[config.mk]
export PLATFORM = sky130hd
export DESIGN_NAME = morse_symbol_assembler
export DESIGN_NICKNAME = d
export VERILOG_FILES = /design/src/rtl/morse_pkg.sv /design/src/rtl/morse_gap_timer.sv /design/src/rtl/morse_symbol_assembler.sv
export SDC_FILE = /design/constraint.sdc
export NUM_CORES = 1
export LEC_CHECK = 0
export CAP_MARGIN = 25
export CORE_ASPECT_RATIO = 1.75
export CORE_MARGIN = 1
export CORE_UTILIZATION = 50
export DETAILED_ROUTE_END_ITERATION = 10
export GPL_TIMING_DRIVEN = 0
export PLACE_DENSITY = 0.72
export SLEW_MARGIN = 20
export SYNTH_ARGS = -nofsm -noshare
export SYNTH_HDL_FRONTEND = slang
export SYNTH_HIERARCHICAL = 1
export SYNTH_SLANG_ARGS = --single-unit
export TNS_END_PERCENT = 30
[constraint.sdc]
create_clock -name CLK -period 2.59 [get_ports CLK]
set_input_delay 0.3885 -clock CLK [delete_from_list [all_inputs] [get_ports CLK]]
set_output_delay 0.3885 -clock CLK [all_outputs]
set_load 0.05 [all_outputs]
[src/rtl/morse_pkg.sv]
// rtl/morse_pkg.sv - shared Morse types, element encoding and length-width helper
package morse_pkg;

    typedef enum logic [1:0] {
        ST_IDLE    = 2'd0,
        ST_COLLECT = 2'd1,
        ST_WAIT    = 2'd2
    } asm_state_e;

    localparam logic ELEM_DOT  = 1'b0;
    localparam logic ELEM_DASH = 1'b1;

    // Bits needed to hold an element count of 0..max_len.
    function automatic int len_width(input int max_len);
        return $clog2(max_len + 1);
    endfunction

endpackage

[src/rtl/morse_gap_timer.sv]
// rtl/morse_gap_timer.sv - idle-cycle counter that pulses expire on the last gap cycle
module morse_gap_timer #(
    parameter int GAP_CYCLES = 8
) (
    input  logic CLK,
    input  logic ASYNCRESET,
    input  logic clear,
    input  logic enable,
    output logic expire
);

    localparam int TW = $clog2(GAP_CYCLES);

    logic [TW-1:0] cnt_q, cnt_d;

    always_comb begin
        cnt_d = cnt_q;
        if (clear) begin
            cnt_d = '0;
        end else if (enable) begin
            cnt_d = cnt_q + TW'(1);
        end
    end

    always_ff @(posedge CLK or posedge ASYNCRESET) begin
        if (ASYNCRESET) begin
            cnt_q <= '0;
        end else begin
            cnt_q <= cnt_d;
        end
    end

    // A clear in the same cycle means a new element arrived, which beats completion.
    assign expire = enable && !clear && (cnt_q == TW'(GAP_CYCLES - 1));

endmodule

[src/rtl/morse_symbol_assembler.sv]
// rtl/morse_symbol_assembler.sv - packs dot/dash pulses into symbols; optional err via MORSE_ASM_ERR_EN
module morse_symbol_assembler
    import morse_pkg::*;
#(
    parameter int MAX_LEN    = 5,
    parameter int GAP_CYCLES = 8
) (
    input  logic                             CLK,
    input  logic                             ASYNCRESET,
    input  logic                             dot,
    input  logic                             dash,
    output logic                             out_valid,
    input  logic                             out_ready,
    output logic [len_width(MAX_LEN)-1:0]    out_len,
    output logic [MAX_LEN-1:0]               out_pattern
`ifdef MORSE_ASM_ERR_EN
    ,
    output logic                             err
`endif
);

    localparam int LW = len_width(MAX_LEN);

    asm_state_e        state_q, state_d;
    logic [LW-1:0]     count_q, count_d;
    logic [MAX_LEN-1:0] pattern_q, pattern_d;
    logic              out_valid_q, out_valid_d;
    logic [LW-1:0]     out_len_q, out_len_d;
    logic [MAX_LEN-1:0] out_pattern_q, out_pattern_d;

    logic ev, elem, out_free, load, timer_clear, timer_en, expire;

    assign ev          = dot | dash;
    assign elem        = dash ? ELEM_DASH : ELEM_DOT;
    assign out_free    = !out_valid_q || out_ready;
    assign timer_clear = ev && (state_q != ST_WAIT);
    assign timer_en    = (state_q == ST_COLLECT);

    morse_gap_timer #(
        .GAP_CYCLES(GAP_CYCLES)
    ) u_gap_timer (
        .CLK       (CLK),
        .ASYNCRESET(ASYNCRESET),
        .clear     (timer_clear),
        .enable    (timer_en),
        .expire    (expire)
    );

    always_comb begin
        state_d   = state_q;
        count_d   = count_q;
        pattern_d = pattern_q;
        load      = 1'b0;
        case (state_q)
            ST_IDLE: begin
                if (ev) begin
                    pattern_d    = '0;
                    pattern_d[0] = elem;
                    count_d      = LW'(1);
                    state_d      = ST_COLLECT;
                end
            end
            ST_COLLECT: begin
                if (ev) begin
                    if (count_q != LW'(MAX_LEN)) begin
                        for (int i = 0; i < MAX_LEN; i++) begin
                            if (count_q == LW'(i)) pattern_d[i] = elem;
                        end
                        count_d = count_q + LW'(1);
                    end
                end else if (expire) begin
                    if (out_free) begin
                        load      = 1'b1;
                        count_d   = '0;
                        pattern_d = '0;
                        state_d   = ST_IDLE;
                    end else begin
                        state_d = ST_WAIT;
                    end
                end
            end
            ST_WAIT: begin
                if (out_free) begin
                    load      = 1'b1;
                    count_d   = '0;
                    pattern_d = '0;
                    state_d   = ST_IDLE;
                end
            end
            default: begin
                state_d   = ST_IDLE;
                count_d   = '0;
                pattern_d = '0;
            end
        endcase
    end

    // A reload in the handshake cycle takes priority, so back-to-back symbols have no bubble.
    always_comb begin
        out_valid_d   = out_valid_q;
        out_len_d     = out_len_q;
        out_pattern_d = out_pattern_q;
        if (load) begin
            out_valid_d   = 1'b1;
            out_len_d     = count_q;
            out_pattern_d = pattern_q;
        end else if (out_valid_q && out_ready) begin
            out_valid_d   = 1'b0;
            out_len_d     = '0;
            out_pattern_d = '0;
        end
    end

    always_ff @(posedge CLK or posedge ASYNCRESET) begin
        if (ASYNCRESET) begin
            state_q       <= ST_IDLE;
            count_q       <= '0;
            pattern_q     <= '0;
            out_valid_q   <= 1'b0;
            out_len_q     <= '0;
            out_pattern_q <= '0;
        end else begin
            state_q       <= state_d;
            count_q       <= count_d;
            pattern_q     <= pattern_d;
            out_valid_q   <= out_valid_d;
            out_len_q     <= out_len_d;
            out_pattern_q <= out_pattern_d;
        end
    end

    assign out_valid   = out_valid_q;
    assign out_len     = out_len_q;
    assign out_pattern = out_pattern_q;

`ifdef MORSE_ASM_ERR_EN
    logic dropped, err_q;

    assign dropped = ev && (((state_q == ST_COLLECT) && (count_q == LW'(MAX_LEN)))
                            || (state_q == ST_WAIT));

    always_ff @(posedge CLK or posedge ASYNCRESET) begin
        if (ASYNCRESET) begin
            err_q <= 1'b0;
        end else begin
            err_q <= err_q | dropped;
        end
    end

    assign err = err_q;
`endif

endmodule

### After elaboration in Yosys (flattened, before gate mapping)

Cells that the tools add are included.

| operators by class | value |
|---|---|
| add/subtract/negate cells | 2 |
| equal/unequal tests | 20 |
| mux-type cells | 36 |
| bitwise operators | 1 |
| reduce and logical (&&, ||, !) cells | 18 |

Operator list:

| operator | number |
|---|---|
| $mux W5 | 7 |
| $mux W3 | 9 |
| $ne A3 B3 Y1 const B | 8 |
| $reduce_and A4 Y1 | 6 |
| $pmux W5 S3 | 1 |
| $mux W1 | 11 |
| $mux W2 | 5 |
| $ne A2 B2 Y1 const B | 5 |
| $pmux W3 S3 | 1 |
| $add A3 B1 Y3 const B | 2 |
| $eq A3 B2 Y1 const B | 2 |
| $eq A3 B3 Y1 const B | 2 |
| $pmux W2 S3 | 1 |
| $logic_and A1 B1 Y1 | 4 |
| $reduce_bool A2 Y1 | 2 |
| $eq A3 B1 Y1 const B | 1 |
| $logic_not A3 Y1 | 1 |
| $reduce_and A3 Y1 | 1 |
| $eq A2 B1 Y1 const B | 1 |
| $eq A2 B2 Y1 const B | 1 |
| $logic_not A1 Y1 | 2 |
| $logic_not A2 Y1 | 1 |
| $pmux W1 S2 | 1 |
| $logic_or A1 B1 Y1 | 1 |
| $or A1 B1 Y1 | 1 |

| storage, ports and cells | value |
|---|---|
| flip-flop bits (word level) | 22 |
| input bits | 5 |
| output and inout bits | 9 |
| word-level logic and storage cells | 88 |

### Depth between registers and ports, before layout

Gate-level depths: netlist (run 1).

| logic depth | value |
|---|---|
| word-level depth | 9 |
| gate-level depth with buffers | 10 |
| gate-level depth less buffers | 9 |

### By module

The synthesis (run 1) kept the hierarchy.

By module, submodules not included:

| module | instances | cells an instance | area an instance (µm²) | sequential area each (µm²) |
|---|---|---|---|---|
| morse_symbol_assembler | 1 | 124 | 1133.6 | 475.5 |
| morse_gap_timer | 1 | 14 | 151.4 | 75.1 |

### Worst setup path before layout (run 1)

Ideal clock, no wire load.

| path | value |
|---|---|
| path kind | register to register |
| start point | register state_q[0] |
| end point | register count_q[2] |
| library setup time | 0.121 ns |
| arrival time | 1.853 ns |
| required time | 2.469 ns |
| setup slack | 0.616 ns |
| cell stages (with the launch flop) | 11 |
| buffers on the path | 1 |
| clock period less this slack | 1.974 ns |
| cells stage by stage | dfrtp_1 -> inv_1 -> ha_1 -> clkbuf_1 -> nor2_1 -> nor2_1 -> nor2b_1 -> o21ai_1 -> o21ai_2 -> a21o_1 -> a22o_1 |

| between the ends | value |
|---|---|
| longest elaborated chain between the ends | 7 |
| elaborated cells on any way between the ends | 13 |
| those cells by class | eq/ne: 6; mux: 1; reduce/logical: 6 |

Ends and longest elaborated chain:

| element | line | source |
|---|---|---|
| start, declared | morse_symbol_assembler.sv:24 | `asm_state_e state_q, state_d;` |
| start signal, assigned | morse_symbol_assembler.sv:123 | `state_q <= state_d;` |
| $ne A2 B2 Y1 | morse_symbol_assembler.sv:36 | `assign timer_clear = ev && (state_q != ST_WAIT);` |
| $logic_and A1 B1 Y1 | morse_symbol_assembler.sv:36 |  |
| via timer_clear | morse_symbol_assembler.sv:31 | `logic ev, elem, out_free, load, timer_clear, timer_en, expire;` |
| $logic_not A1 Y1 | morse_gap_timer.sv:34 | `assign expire = enable && !clear && (cnt_q == TW'(GAP_CYCLES - 1));` |
| $logic_and A1 B1 Y1 (2 in a row) | morse_gap_timer.sv:34 |  |
| via expire | morse_symbol_assembler.sv:31 |  |
| $ne A3 B3 Y1 (no source line) | -- |  |
| $reduce_and A3 Y1 (no source line) | -- |  |
| end signal, assigned | morse_symbol_assembler.sv:124 | `count_q <= count_d;` |
| end, declared | morse_symbol_assembler.sv:25 | `logic [LW-1:0] count_q, count_d;` |

The timed path passes the listed nets, and every way through them passes these cells.
A chain may end at the register's enable or synchronous reset.

### Final worst setup path (run 1)

| path | value |
|---|---|
| start point | register state_q[0] |
| end point | register count_q[1] |

The elaborated chain is that of the path after synthesis.

==> summary.txt, run 1 <==
Crit Path Category = reg -> reg
CTS tree = done
max-slew violations = 0
clock tree buffer depth = 2
DR vias/cell = 5.93
Distinct cells, synth = 32
Hold-fix buffers, CTS = 0
Required @ worst endpoint = 2.80 ns
total chip power = 1.17 mW
area delta synth->final = 17.3%
crit-path most repeated cell = nor2_1
Initial Utilization = 52.2%
HPWL after detailed placement = 2090 um
Synth Instances = 138
yosys warns = 6
largest net degree at the start of global routing = 20
worst-margin pin slew = 0.736 ns
DR iter-0 viols = 25
fraction of layout instances using a drive strength above 1 = 7.10%
initial antenna violation count = 0
root buf cell = clkbuf_8
# diodes = 0
Inserted Clock Buffers = 3
post-layout min period = 2.43 ns
IO Pins = 14
gpl congestion = 0.910
Core Footprint = 2460 sq um
asr flop ratio synth = 100%
sequential-to-total area share from yosys stat = 42.8%
Crit-path slowest cell = dfrtp_1
final wirelength = 2700 um
GRT Total Usage = 23.3%
Fin Hold WS = 0.309 ns
via count = 1,073
post-CTS setup buffers = 0
Syn Area/Cell = 9.31 sq um
H-Tree Depth = 1
final-stage net count = 172
overflow left after global routing = 0
Worst Slack Setup Final = 0.161 ns
dominant cell by count in the synthesized netlist = dfrtp_1
vias in the first global route = 1,073
setup TNS = 0 ns
RSZ-0062 raised after global routing = no
drt first pass iters = 4
crit path launch type = register
largest area contributor in the netlist = dfrtp_1
Synth area leaders = dfrtp_1 (43%), ha_1 (11%), o21ai_0 (6.2%), inv_1 (4.7%), nand3_1 (3.9%)
die area = 2780 sq um
DR DRC count = 0
number of synthesized register bits = 22
cells along the critical path = inv_1, ha_1, clkbuf_1, nor2_1, nor2_1, nor2b_1, o21ai_1, o21ai_2, nor3_1, a22o_1
port bufs = 13
Min-Delay Path Class = in -> async
row count = 24
number of max-cap violations = 0
top cells by count, synth = dfrtp_1 (22), inv_1 (16), o21ai_0 (16), ha_1 (11), nand3_1 (10)
PwrDens = 777 nW/um^2
# clock sinks = 22
remaining antenna violation count = 0
Mapped Area = 1280 sq um
Clk pin slew, worst setup/hold paths = 0.08 ns
final cycle utilization of the critical path = 93.8%
syn nets = 154
post-layout util = 61.2%
relative slew slack = 50.9%
Synth top area share = 42.8%
Die X = 40.3 um
LEAKAGE = 0.701 nW
setup violators final = 0
first-pass GRT wire length = 4600 um
post_cts resized = 0
post-placement worst setup slack = -0.103 ns
Worst path max stage delay = 0.42 ns
Crit path arrival time = 2.64 ns
most used flip-flop cell after synthesis = dfrtp_1
outcome = finished clean
DIE HEIGHT = 69.1 um
worst-path fanout max = 8
CP endpoint kind = register
DR WL/cell = 14.9 um
final clock skew = 0.00338 ns
Final Hold Violating Endpoints = 0
number of enable flip-flop cells after synthesis = 0
VDD IR-drop max = 0.000528 V
Worst-Skew Late Latency = 0.26 ns
fmax = 412 MHz
-- layout make-up --
class                           count  area (sq um)
Fill cell                         225           955
Multi-Input combinational cell     97           659
Sequential cell                    22           551
Timing Repair Buffer               13           130
Inverter                           16          60.1
Clock buffer                        4          55.1
Tap cell                           26          32.5
Buffer                              3          20.0
-- path summary, 6_finish.rpt --
kind                            start                    to  slack [ns]  depth (start not counted)
max                        state_q[0]            count_q[1]        0.16                         10
min                        ASYNCRESET  u_gap_timer/cnt_q[2]        0.31                          2
max reg2reg                state_q[0]            count_q[1]        0.16                         10
min reg2reg                out_len[2]            out_len[2]        0.50                          2
max in group asynchronous  ASYNCRESET          pattern_q[4]        1.55                          2
min in group CLK           out_len[2]            out_len[2]        0.50                          2
-- through the flow --
step	std cells	instance area (sq um)
global route	181	1510
floorplan	138	1280
CTS	181	1500
global placement	177	1450
finish	181	1510
detailed placement	177	1450
-- sequential cells by signal, summed over array words and instances (netlist names) --
| signal | flops |
|---|---|
| count_q | 3 |
| out_pattern | 5 |
| pattern_q | 5 |
| u_gap_timer/cnt_q | 3 |
| out_len | 3 |
| state_q | 2 |
| out_valid | 1 |
-- worst max-delay path: cells and delay by family (launching register included) --
| kind | cells | cell delay [ns] |
|---|---|---|
| and+or+nand+nor | 4 | 0.87 |
| buffers and inverters | 2 | 0.39 |
| DFF | 1 | 0.42 |
| AOI/OAI and AO/OA | 3 | 0.57 |
| adders and majority gates | 1 | 0.14 |
-- per-layer routing --
metal,wire length (um),global-route usage [%],vias up
met3,46,5.14,7
li1,-,-,522
met4,74,10.0,0
met2,1550,40.0,16
met1,1030,24.6,528
met5,0,0,-
-- placed cells by master, fill, tap and decap left out, types with 2 or more instances in the layout --
cell | netlist | routed
a22o_1 | 3 | 3
clkbuf_8 | 0 | 4
o21ai_2 | 2 | 2
o41ai_1 | 3 | 3
inv_1 | 16 | 16
a21o_1 | 3 | 3
a21oi_1 | 6 | 6
ha_1 | 11 | 11
nand3_1 | 10 | 10
nand2b_1 | 2 | 2
nor2b_1 | 4 | 4
a21boi_0 | 2 | 2
nor2_1 | 7 | 7
o21ai_0 | 16 | 16
clkdlybuf4s50_1 | 0 | 13
mux2i_1 | 3 | 3
o21ai_1 | 3 | 3
dfrtp_1 | 22 | 22
nor3_1 | 3 | 3
nand2_1 | 8 | 8
-- cell families after synthesis --
family,synth area share (%)
buf+inv,6.23
simple gates,15.2
flops,42.8
fa+ha+maj,10.7
mux,2.34
xor+xnor,0.682
compound gates,22.0
-- power breakdown --
group / leakage (nW) / internal [mW] / switching [mW]
Sequential: 0.296 / 0.411 / 0.0545
Combinational: 0.377 / 0.192 / 0.268
Clock: 0.0288 / 0.136 / 0.111
Total: 0.701 / 0.738 / 0.434
Note: power is estimated with default switching activity, not from simulation.
==> inputs of run 2 (changes only) <==
--- a/config.mk
+++ b/config.mk
@@ -8,10 +8,10 @@
 export CAP_MARGIN = 25
 export CORE_ASPECT_RATIO = 1.75
 export CORE_MARGIN = 1
-export CORE_UTILIZATION = 50
+export CORE_UTILIZATION = 55
 export DETAILED_ROUTE_END_ITERATION = 10
 export GPL_TIMING_DRIVEN = 0
-export PLACE_DENSITY = 0.72
+export PLACE_DENSITY = 0.78
 export SLEW_MARGIN = 20
 export SYNTH_ARGS = -nofsm -noshare
 export SYNTH_HDL_FRONTEND = slang
==> run 2 against run 1 <==
Compared with the run above: critical path type is now in -> reg; combinational power shrank 2%; final area decreased by 2.2%; flip-flop and latch count unchanged; count of clock-buffer cells in the layout decreased by 1; first-iteration DRC count grew 12%; non-clock buffer count down 1.
==> summary.txt, run 2 (synthesized netlist as in run 1, its figures left out) <==
outcome = finished clean
relative slew slack = 52.3%
DR vias/cell = 5.86
largest net degree at the start of global routing = 20
fmax = 444 MHz
# clock sinks = 22
crit-path most repeated cell = nor2_1
flop2flop setup slack = 0.35 ns
critical path's top delay family = compound AO/OA/AOI/OAI gates
overflow left after global routing = 0
H-Tree Depth = 1
Filler Cell Count = 185
most common cell after layout, fill and taps aside = dfrtp_1
Die X = 38.5 um
number of max-cap violations = 0
first-pass GRT wire length = 4410 um
final clock skew = 0.000627 ns
row count = 22
PwrDens = 728 nW/um^2
Core Footprint = 2150 sq um
final wirelength = 2520 um
post-layout util = 68.6%
final-stage net count = 171
Inserted Clock Buffers = 3
setup violators final = 0
Buf/Inv on CP = 1
remaining antenna violation count = 0
vias in the first global route = 1,034
DR iter-0 viols = 28
GRT Total Usage = 24.6%
Crit-path slowest cell = clkdlybuf4s50_1
Crit Path Category = in -> reg
die area = 2540 sq um
port bufs = 13
Initial Utilization = 59.8%
cells along the critical path = clkdlybuf4s50_1, nor2_4, nor2_1, nor2_1, nor2b_1, o21ai_1, o21ai_2, a21o_1, a22o_1
drt first pass iters = 4
VDD IR-drop max = 0.000419 V
Worst-Skew Late Latency = 0.31 ns
DR WL/cell = 14.2 um
Final Hold Violating Endpoints = 0
# placed instances = 175
initial antenna violation count = 0
clock tree buffer depth = 2
IO Pins = 14
Hold-fix buffers, CTS = 0
total chip power = 1.07 mW
root buf cell = clkbuf_4
worst-path fanout max = 9
crit path launch type = primary input
HPWL after detailed placement = 1980 um
CP endpoint kind = register
CTS tree = done
DIE HEIGHT = 65.9 um
max-slew violations = 0
LEAKAGE = 0.687 nW
final cycle utilization of the critical path = 87.0%
fraction of layout instances using a drive strength above 1 = 7.19%
via count = 1,037
gpl congestion = 0.880
RSZ-0062 raised after global routing = no
Clk pin slew, worst setup/hold paths = 0.12 ns
Crit path arrival time = 2.47 ns
DR DRC count = 0
# diodes = 0
post-layout min period = 2.25 ns
worst-margin pin slew = 0.715 ns
Min-Delay Path Class = in -> async
most frequent cells in the layout = dfrtp_1 (22), inv_1 (16), o21ai_0 (16)
Worst path max stage delay = 0.57 ns
area delta synth->final = 14.7%
Finished Layout Cells = 177
Required @ worst endpoint = 2.80 ns
[run 2: report_power, final]
group	internal [mW]	leakage [nW]	switching [mW]
registers	0.410	0.296	0.0541
clock network	0.0545	0.0138	0.103
logic	0.193	0.377	0.259
total	0.657	0.687	0.416
[run 2: per-stage QoR]
step / setup TNS, ns / worst slack [ns] / hold WS, ns / area (sq um)
after floorplan: 0 / 0.616 / 0.142 / 1280
after global placement: -0.0407 / -0.0253 / 0.480 / 1450
after detailed placement: -0.237 / -0.0884 / 0.494 / 1450
after CTS: 0 / 0.205 / 0.258 / 1470
after global routing: 0 / 0.0610 / 0.291 / 1470
final: 0 / 0.336 / 0.253 / 1470
[run 2: what timing repair did]
item                       CTS  global route
buffers inserted             0             0
setup endpoints to repair    0             5
resized for setup            0             2
[run 2: cell type report]
type	instances	area (sq um)	area share [%]
multi-input combinational	97	664	45.1
sequential	22	551	37.4
timing repair buffer	13	130	8.83
inverter	16	60.1	4.07
tap	24	30.0	2.04
clock buffer	3	22.5	1.53
buffer	2	16.3	1.10
[run 2: per-layer routing]
layer	vias to the layer above	wire, um	GRT usage (%)
met1	494	1020	26.7
met3	7	45	2.02
met2	18	1380	44.0
met5	-	0	0
li1	518	-	-
met4	0	70	12.9
[run 2: path summary, 6_finish.rpt]
check	from	endpoint	cells past startpoint
max	dash	count_q[1]	9
min	ASYNCRESET	u_gap_timer/cnt_q[0]	2
max reg2reg	state_q[0]	count_q[1]	9
min reg2reg	out_pattern[0]	out_pattern[0]	2
max in group asynchronous	ASYNCRESET	state_q[1]	2
min in group CLK	out_pattern[0]	out_pattern[0]	2
[run 2: worst register-to-register path: stages, from the launching register on]
cell	delay [ns]
dfrtp_1	0.43
inv_1	0.10
ha_1	0.32
nor2_1	0.15
nor2_1	0.26
nor2b_1	0.08
o21ai_1	0.23
o21ai_2	0.18
a21o_1	0.21
a22o_1	0.18
==> RTL edit 1 (settings of run 1) <==
`GAP_CYCLES` is set to 8 in 2 places; all go to 16.
--- a/src/rtl/morse_gap_timer.sv
+++ b/src/rtl/morse_gap_timer.sv
@@ -1,5 +1,5 @@
 // rtl/morse_gap_timer.sv - idle-cycle counter that pulses expire on the last gap cycle
 module morse_gap_timer #(
-    parameter int GAP_CYCLES = 8
+    parameter int GAP_CYCLES = 16
 ) (
     input  logic CLK,
--- a/src/rtl/morse_symbol_assembler.sv
+++ b/src/rtl/morse_symbol_assembler.sv
@@ -4,5 +4,5 @@
 #(
     parameter int MAX_LEN    = 5,
-    parameter int GAP_CYCLES = 8
+    parameter int GAP_CYCLES = 16
 ) (
     input  logic                             CLK,
Function: changed (Yosys sat finds a counterexample within 10 cycles, from zero or initial values and one cycle with ASYNCRESET high).
==> RTL edit 1 against run 1 <==
  * Total power rose by 1.1%
  * Sequential power up 4%
  * Synthesized cell count rose by 5.1%
  * Routed wire length increased by 6.1%
  * Clock skew down 0.0024 ns
  * Non-clock buffer count is 2 higher
  * Final area is 6.1% higher
  * Worst setup slack gained 0.015 ns
  * Clock power fell by 10%
  * Critical endpoint is now pattern_q[4]$_DFFE_PP0P_
  * Area after synthesis increased by 5.6%
  * Sequential cell count rose by 1
  * First-iteration DRC count is 48% higher
==> RTL edit 1: results (changes against run 1) <==
Worst setup path
  – Worst EP arrival: 2.57 ns (-0.07 ns)
  – Internal reg-to-reg setup slack: 0.25 ns (+0.09 ns)
  – R2r worst-path depth: 9 (-1)
  – CP startpoint: dot
  – FF-to-FF End: pattern_q[4]$_DFFE_PP0P_
  – RR Startpoint: state_q[1]$_DFFE_PP0P_

Power and ir drop
  – Comb power: 0.000481 W (+4.6%)
  – Pleak: 0.7564 nW (+7.8%)
  – Net Switching: 0.0004477 W (+3.2%)
  – Peak VDD IR: 0.4273 mV (-19%)
  – Clock group total power: 0.000222 W (-10%)

Yosys
  – Synth top cells by count: 23 x dfrtp_1, 17 x inv_1, 16 x o21ai_0
  – Seq/Total Area, Yosys: 0.4240 (-0.004469)
  – Count of different cell masters after synthesis: 35 (+9.4%)

GRT
  – Vias in the first global route: 1,128 (+5.1%)
  – Met2 usage: 0.3976 (-0.002783)
  – GRT met3 Usage: 0.02508 (-0.02637)
  – First-pass GRT wire length: 4629 µm (+0.59%)
  – GR Util All Layers: 0.2244 (-0.008270)

Detailed routing
  – Initial DRC count: 37 (+48%)
  – Post-DR vias/cell: 5.862 (-1.1%)
  – Post-Route WL: 2860 µm (+6.1%)
  – Metal2 WL: 1652 µm (+6.9%)

Layout
  – Share of layout cells above drive strength 1: 0.1043 (+0.03333)
  – Layout fillers: 221 (-1.8%)

Place
  – DP HPWL: 2160 µm (+3.1%)
  – GP Congestion: 0.8496 (-6.6%)
  – Placed cell areas: 1520 µm² (+5.0%)

Outcome
  – Status: complete, no violations

Timing
  – Worst Clk Skew: 0.0009498 ns (-0.002429 ns)

Clock network
  – Post-cts gate resize count: 2 (+2)
==> RTL edit 1: cells by family after synthesis <==
group / share of synthesized area
XOR/XNOR: 0.006453
AND/OR/NAND/NOR: 0.1659
AO/OA/AOI/OAI: 0.2194
multiplexers: 0.02212
adder cells (fa/ha/maj): 0.09217
buffers and inverters: 0.07004
flip-flops: 0.4240
==> RTL edit 1: critical path, cell delays in order <==
cell             delay, ns
clkdlybuf4s50_1       0.56
nor2_4                0.20
nor2_1                0.11
nand2b_1              0.21
nor3_4                0.23
nor2b_1               0.08
o21ai_1               0.22
o21ai_2               0.17
o41ai_1               0.39
==> RTL edit 1: metrics by stage <==
| stage | setup TNS [ns] | power (W) | instances | setup WS (ns) | util |
|---|---|---|---|---|---|
| 2_1_floorplan | 0 | 0.0008511 | 145 | 0.3484 | - |
| 3_3_place_gp | -4.389 | 0.0009483 | 184 | -0.4096 | 0.6027 |
| 3_5_place_dp | -6.096 | 0.0009613 | 184 | -0.4673 | 0.6027 |
| 4_1_cts | 0 | 0.001187 | 188 | 0.05080 | 0.6250 |
| 5_1_grt | 0 | 0.001279 | 189 | 0.04041 | 0.6339 |
| 6_report | 0 | 0.001185 | 189 | 0.1761 | 0.6339 |
==> RTL edit 1: layout make-up <==
| class | instances | area (µm²) | share of cell area |
|---|---|---|---|
| multi-input cells | 101 | 705.7 | 0.4413 |
| flip-flops and latches | 23 | 575.6 | 0.3599 |
| repair buffers | 15 | 147.6 | 0.09233 |
| inverters | 17 | 63.81 | 0.03991 |
| clock buffers | 3 | 41.29 | 0.02582 |
| well taps | 26 | 32.53 | 0.02034 |
| plain buffers | 3 | 27.53 | 0.01721 |
| clock inverters | 1 | 5.005 | 0.003130 |
==> RTL edit 2 (config.mk and constraints of run 1) <==
Without the edit above. Encoding of `asm_state_e`: now one-hot (3 bits for 3 states).
--- a/src/rtl/morse_pkg.sv
+++ b/src/rtl/morse_pkg.sv
@@ -2,8 +2,8 @@
 package morse_pkg;
 
-    typedef enum logic [1:0] {
-        ST_IDLE    = 2'd0,
-        ST_COLLECT = 2'd1,
-        ST_WAIT    = 2'd2
+    typedef enum logic [2:0] {
+        ST_IDLE    = 3'b001,
+        ST_COLLECT = 3'b010,
+        ST_WAIT    = 3'b100
     } asm_state_e;
 
Formal check against the unedited RTL: no difference found for any inputs over 10 cycles, from zero or initial values and one cycle with ASYNCRESET high; not proved beyond that.
==> RTL edit 2 against run 1 <==
  * Area after synthesis rose by 3.8%
  * Worst setup slack got worse by 0.041 ns
  * Routed wire length rose by 8.2%
  * Total power fell by 4.5%
  * Count of clock-buffer cells in the layout did not move
  * Critical path depth did not move
  * Fmax fell by 1.7%
  * Sequential cell count rose by 1
  * First-iteration DRC count rose by 60%
  * Combinational power fell by 3%
  * Final area rose by 3.2%
  * Via count rose by 5.5%
  * Largest cell class unchanged
  * Largest power group unchanged
  * Highest routed layer unchanged
==> RTL edit 2: results (changes against run 1) <==
Layout
  – Share of layout cells above drive strength 1: 0.08025 (+0.009279)
  – Nets: 175 (+1.7%)
  – FF+latch area: 576.8 µm² (+4.8%)
  – Layout fillers: 241 (+7.1%)

Worst setup path
  – Worst EP arrival: 2.62 ns (-0.02 ns)
  – FF-to-FF End: out_pattern[3]$_DFFE_PP0P_
  – R2r worst-path depth: 9 (-1)
  – Slowest-stage cell, CP: clkdlybuf4s50_1

Yosys
  – Mapped Nets: 158 (+2.6%)
  – Post-Synth XOR/XNOR Area: 0.01313 (+0.006317)
  – Seq/Total Area, Yosys: 0.4325 (+0.004025)
  – Synth top cells by count: 22 x dfrtp_1, 17 x nand2_1, 13 x inv_1
  – Compound-Gate Fraction of Synth Area: 0.1398 (-0.08028)
  – Post-synthesis adder-cell area fraction: 0.06567 (-0.04144)

Place
  – Placed cell areas: 1496 µm² (+3.4%)
  – DP HPWL: 2268 µm (+8.3%)
  – GP Congestion: 0.9367 (+2.9%)

GRT
  – First-pass GRT wire length: 4809 µm (+4.5%)
  – Largest net degree at the start of global routing: 21 (+5.0%)

Clock network
  – Sink Count: 23 (+4.5%)

Outcome
  – Status: complete, no violations

Detailed routing
  – Initial DRC count: 40 (+60%)
  – Post-DR wirelength/cell: 15.52 µm (+4.2%)

Power and ir drop
  – Pleak: 0.7111 nW (+1.4%)

Timing
  – Relative slew slack: 0.4762 (-0.03255)
==> RTL edit 2: worst max-delay path: cells and delay by family <==
| kind | cells | cell delay, ns |
|---|---|---|
| buf+inv | 4 | 0.86 |
| mux | 1 | 0.12 |
| compound gates | 1 | 0.31 |
| simple gates | 4 | 0.93 |
==> RTL edit 2: repair_timing <==
| action | in CTS | in global routing |
|---|---|---|
| endpoints found under the setup margin | 9 | 15 |
| resized for setup | 5 | 2 |
| pin swaps | 0 | 1 |
| buffers inserted | 0 | 1 |
==> RTL edit 2: worst max-delay path by stage <==
stage / slack [ns] / startpoint / to
3_3_place_gp: -0.49 / dash / out_len[0]$_DFFE_PP0P_
3_5_place_dp: -0.51 / dash / out_pattern[3]$_DFFE_PP0P_
6_report: 0.12 / dash / out_pattern[3]$_DFFE_PP0P_
4_1_cts: 0.003 / state_q[2]$_DFFE_PP0P_ / out_pattern[3]$_DFFE_PP0P_
5_1_grt: -0.03 / dash / out_pattern[3]$_DFFE_PP0P_
2_1_floorplan: 0.05 / state_q[2]$_DFFE_PP0P_ / out_len[0]$_DFFE_PP0P_
==> RTL edit 2: per-layer routing <==
layer	global-route usage	up-vias	part of all wire	wire length, µm
li1	-	538	-	-
met1	0.2541	550	0.38	1094
met2	0.3976	31	0.56	1627
met3	0.03175	13	0.026	75
met4	0.1444	0	0.041	119
met5	0	-	0	0
==> RTL edit 2: final cells by class <==
type,count,area share
Multi-Input combinational cell,105,0.4465
Sequential cell,23,0.3709
Timing Repair Buffer,14,0.08850
Inverter,13,0.03138
Clock buffer,4,0.02896
Tap cell,26,0.02092
Buffer,3,0.01287
==> RTL edit 2: cell families (layout without fill, tap and decap cells) <==
| logic type | count (synthesis) | in the layout |
|---|---|---|
| AOI/OAI and AO/OA | 29 | 29 |
| and+or+nand+nor | 57 | 57 |
| muxes | 10 | 10 |
| xor gates and xnor gates | 2 | 2 |
| adders and majority gates | 7 | 7 |
| buffers and inverters | 18 | 34 |
| DFF | 23 | 23 |
==> RTL edit 2: report_power, final <==
part           switching, W  internal [W]
Combinational      0.000264      0.000181
Sequential        0.0000453      0.000414
Clock              0.000105      0.000110
==> RTL edit 2: per-stage QoR <==
| step | TNS, ns | instances | worst slack [ns] |
|---|---|---|---|
| after global placement | -5.486 | 185 | -0.4858 |
| after detailed placement | -5.733 | 185 | -0.5063 |
| final | 0 | 188 | 0.1197 |
| after CTS | 0 | 188 | 0.003187 |
| after global routing | -0.04987 | 188 | -0.03163 |
| after floorplan | 0 | 146 | 0.05103 |
